## src/rtl/write_request_buffer.sv

```systemverilog
// Write-request FIFO feeding the register-file write decoder: accepts (addr, data)
// over valid/ready, issues the head entry as Addr/we/wr_data, with hold and flush.
module write_request_buffer #(
  parameter int DATA_WIDTH = 32,
  parameter int ADDR_WIDTH = 3,
  parameter int DEPTH      = 4,
  localparam int PTR_W     = $clog2(DEPTH),
  localparam int CNT_W     = PTR_W + 1
) (
  input  logic                  clk,
  input  logic                  reset_n,
  input  logic                  in_valid,
  input  logic [ADDR_WIDTH-1:0] in_addr,
  input  logic [DATA_WIDTH-1:0] in_data,
  output logic                  in_ready,
  input  logic                  hold,
  input  logic                  flush,
  output logic [ADDR_WIDTH-1:0] Addr,
  output logic                  we,
  output logic [DATA_WIDTH-1:0] wr_data,
  output logic [CNT_W-1:0]      count,
  output logic                  full,
  output logic                  empty
);

  logic [PTR_W-1:0]      wr_ptr_q, wr_ptr_d;
  logic [PTR_W-1:0]      rd_ptr_q, rd_ptr_d;
  logic [CNT_W-1:0]      count_q, count_d;
  logic [ADDR_WIDTH-1:0] addr_mem_q [DEPTH];
  logic [ADDR_WIDTH-1:0] addr_mem_d [DEPTH];
  logic [DATA_WIDTH-1:0] data_mem_q [DEPTH];
  logic [DATA_WIDTH-1:0] data_mem_d [DEPTH];
  logic                  push_s;
  logic                  pop_s;

  // Handshake, issue outputs and next-state computation.
  always_comb begin
    full     = (count_q == CNT_W'(DEPTH));
    empty    = (count_q == {CNT_W{1'b0}});
    in_ready = ~full;
    count    = count_q;
    push_s   = in_valid & in_ready & ~flush;
    pop_s    = ~empty & ~hold & ~flush;
    we       = pop_s;

    if (empty) begin
      Addr    = {ADDR_WIDTH{1'b0}};
      wr_data = {DATA_WIDTH{1'b0}};
    end else begin
      Addr    = addr_mem_q[rd_ptr_q];
      wr_data = data_mem_q[rd_ptr_q];
    end

    addr_mem_d = addr_mem_q;
    data_mem_d = data_mem_q;
    wr_ptr_d   = wr_ptr_q;
    rd_ptr_d   = rd_ptr_q;
    count_d    = count_q;

    if (flush) begin
      wr_ptr_d = {PTR_W{1'b0}};
      rd_ptr_d = {PTR_W{1'b0}};
      count_d  = {CNT_W{1'b0}};
    end else begin
      if (push_s) begin
        addr_mem_d[wr_ptr_q] = in_addr;
        data_mem_d[wr_ptr_q] = in_data;
        wr_ptr_d             = wr_ptr_q + PTR_W'(1);
      end else begin
        wr_ptr_d = wr_ptr_q;
      end
      if (pop_s) begin
        rd_ptr_d = rd_ptr_q + PTR_W'(1);
      end else begin
        rd_ptr_d = rd_ptr_q;
      end
      case ({push_s, pop_s})
        2'b10:   count_d = count_q + CNT_W'(1);
        2'b01:   count_d = count_q - CNT_W'(1);
        default: count_d = count_q;
      endcase
    end
  end

  // Control state with synchronous active-low reset.
  always_ff @(posedge clk) begin
    if (!reset_n) begin
      wr_ptr_q <= {PTR_W{1'b0}};
      rd_ptr_q <= {PTR_W{1'b0}};
      count_q  <= {CNT_W{1'b0}};
    end else begin
      wr_ptr_q <= wr_ptr_d;
      rd_ptr_q <= rd_ptr_d;
      count_q  <= count_d;
    end
  end

  // Entry storage is not reset; contents are only visible through count.
  always_ff @(posedge clk) begin
    addr_mem_q <= addr_mem_d;
    data_mem_q <= data_mem_d;
  end

endmodule
```

## config.mk

```make
export PLATFORM = sky130hd
export DESIGN_NAME = write_request_buffer
export DESIGN_NICKNAME = d
export VERILOG_FILES = /design/src/rtl/write_request_buffer.sv
export SDC_FILE = /design/constraint.sdc
export NUM_CORES = 1
export LEC_CHECK = 0
export ABC_AREA = 1
export BUFFER_PORTS_ARGS = -buffer_cell sky130_fd_sc_hd__buf_2
export CAP_MARGIN = 20
export CORE_MARGIN = 2
export CORE_UTILIZATION = 45
export DETAILED_ROUTE_END_ITERATION = 12
export PLACE_DENSITY = 0.68
export SYNTH_ARGS = -nofsm -noshare
export SYNTH_HDL_FRONTEND = slang
export SYNTH_SLANG_ARGS = --single-unit
export TNS_END_PERCENT = 10
```

## constraint.sdc

```tcl
create_clock -name clk -period 3.3 [get_ports clk]
set_clock_uncertainty 0.1 [all_clocks]
set_input_delay 0.66 -clock clk [delete_from_list [all_inputs] [get_ports clk]]
set_output_delay 0.66 -clock clk [all_outputs]
set_load 0.01 [all_outputs]
```

==> results.txt <==
initial antenna violation count - 0
Synth Cell Area - 0.005877 sq mm
Final Hold Violating Endpoints - 0
Syn Nets - 528
Worst slew margin - 51.67%
Filler Cell Count - 1046
unrepaired setup endpoints after global routing - no
CP endpoint kind - output port
ranking of synthesized cells by area - edfxtp_1 (72%), nor2_1 (9.7%), o21ai_0 (4.9%), a21oi_1 (3.4%), dfxtp_1 (2.4%)
Highest Clock Rate - 373.3 MHz
Area Overhead vs Synth - 19.76%
First DRT Iteration DRCs - 282
Leakage - 2.636 nW
Seq/Total Area, Yosys - 73.92%
power per cell area - 584.0 mW/mm^2
setup TNS - 0 ps
final hold slack - 362.1 ps
detailed-placement wirelength estimate - 7.267 mm
largest net degree at the start of global routing - 44
vias in the first global route - 3743
count of hold-fix buffers inserted at cts - 0
CTS Sinks - 147
DRC - 0
placed inst area - 0.006462 sq mm
Routed Antenna Nets - 0
synthesized instance count - 482
total number of vias - 3788
Worst EP arrival - 1920 ps
Port Buffers - 81
DIE HEIGHT - 118.3 um
post-synth top area share - 71.54%
Setup Crit Path Kind - flop to output port
H-tree Lvls - 4
RePlAce Congestion - 0.7749
#FFs+latches synth - 147
Final min period - 2679 ps
Yosys cell types - 18
crit path max fanout - 43
row count - 41
Initial Utilization - 46.38%
Clk pwr share - 45.2%
hold path depth - 1
placed cell count - 721
worst r2r path cells - 12
TritonCTS Buffers - 17
Ys Warns - 0
final layout net count - 614
combinational share of power - 4.2%
Psw - 0.8071 mW
TritonCTS clock tree - built
Antenna Diode Count - 0
vias per std cell - 5.031
post-layout util - 55.54%
Final period util - 81.17%
io pins - 82
worst-skew pair later-pin latency - 420 ps
drt total wl - 12.02 mm
GRT Util Overall - 17.90%
internal power - 3.303 mW
share of cells above drive strength 1 - 21.69%
type of origin of the critical path - flop
non-filler cells, final - 753
Routed WL per cell - 15.96 um
Die X - 118.3 um
Switching Share - 19.64%
area leader, netlist - edfxtp_1
Worst IR Drop VDD - 0.4154 mV
Final Max Tran Viols - 0
grt total ovfl - 0
CTS root buf - clkbuf_16
final setup fails - 0
Mapped Avg Cell Area - 12.19 sq um
CTS Buffer Depth - 2
Slew @ Worst Pin - 723.9 ps
clk slew on worst S/H paths - 60 ps
Design Area, Final - 0.007038 sq mm
Max Cap Viol - 0
Die ar. - 0.01399 sq mm
post-CTS setup buffers - 0
PostCTS Resize Cnt - 0
Min-Delay Path Class - input pin to flop
Core ar. - 0.01267 sq mm
DR pass1 iterations - 5
register share of total power - 50.6%
first-pass GRT wire length - 19.13 mm
CP required - 2540 ps
status - complete, no violations
logic make-up (layout without fill, tap and decap cells):
group                      after synthesis  count (layout)  share of synthesized area, %
buffers and inverters                   45             144                         4.045
and+or+nand+nor                        172             172                         11.09
AOI/OAI and AO/OA                      112             112                         9.538
DFF                                    147             147                         73.92
adders and majority gates                6               6                         1.405
cells in the mapped netlist, drive strengths merged:
cell,number
buf,16
a21oi,40
nand2,15
edfxtp,140
clkbuf,9
o21ai,72
inv,20
nand3,5
nor2,152
ha,5
fa,1
dfxtp,7
path summary, 6_finish.rpt:
path         slack, ps             end         from
max                620      wr_data[9]  rd_ptr_q[0]
min                360  data_mem_q[16]  in_data[16]
max reg2reg       1060        count[2]     count[0]
min reg2reg        420     wr_ptr_q[1]  wr_ptr_q[1]
cell usage in the layout, fill, tap and decap left out:
master	Yosys	routed
nand3_1	5	5
bufinv_16	0	3
buf_12	0	1
buf_2	9	81
ha_1	5	5
clkinvlp_4	0	2
fa_1	1	1
a21oi_1	40	40
dfxtp_1	7	5
inv_1	17	17
o21ai_1	14	14
edfxtp_1	140	140
dfxtp_2	0	2
nor2_4	0	4
clkbuf_16	0	17
inv_2	3	3
o21ai_0	58	58
nand2_1	15	15
buf_4	2	10
clkinv_1	0	4
nor2_1	152	148
clkinv_4	0	1
clkinv_2	0	2
clkbuf_1	6	3
registers in the layout, summed over array words and instances, names as in the netlist:
register and count:
data_mem_q 128, rd_ptr_q 2, count 3, addr_mem_q 12
wr_ptr_q 2
per-stage QoR:
stage	power (mW)	setup slack, ps
after global placement	2.288	852.0
after CTS	4.148	537.8
after global routing	4.239	469.1
after floorplan	2.203	286.8
after detailed placement	2.292	828.9
final	4.110	621.2
power by group through the flow:
stage / Combinational (mW) / Sequential (mW) / Clock, mW
floorplan: 0.0843 / 2.12 / 0
global placement: 0.171 / 2.12 / 0
detailed placement: 0.175 / 2.12 / 0
CTS: 0.177 / 2.08 / 1.89
global route: 0.194 / 2.08 / 1.96
finish: 0.173 / 2.08 / 1.86
routing by layer:
| layer | wire [um] | vias to the layer above | global-route usage (%) | share of wire (%) |
|---|---|---|---|---|
| li1 | - | 1850 | - | - |
| met1 | 5138 | 1812 | 21.88 | 43 |
| met2 | 6059 | 112 | 29.66 | 50 |
| met3 | 643 | 14 | 4.344 | 5.4 |
| met4 | 174 | 0 | 8.961 | 1.4 |
| met5 | 0 | - | 0 | 0 |
final cells by class:
| type | instances | area, sq um | share of cell area, % |
|---|---|---|---|
| Clock buffer | 20 | 436.7 | 6.204 |
| Clock inverter | 12 | 138.9 | 1.973 |
| Inverter | 20 | 75.07 | 1.067 |
| Multi-Input combinational cell | 290 | 1325 | 18.83 |
| Sequential cell | 147 | 4347 | 61.76 |
| Tap cell | 172 | 215.2 | 3.058 |
| Timing Repair Buffer | 92 | 500.5 | 7.111 |
worst max-delay path, stage by stage, from the launching register on:
cell	delay, ps
dfxtp_2	330
inv_2	350
buf_12	270
o21ai_0	160
a21oi_1	210
buf_2	170
(Power assumes the default switching activity.)
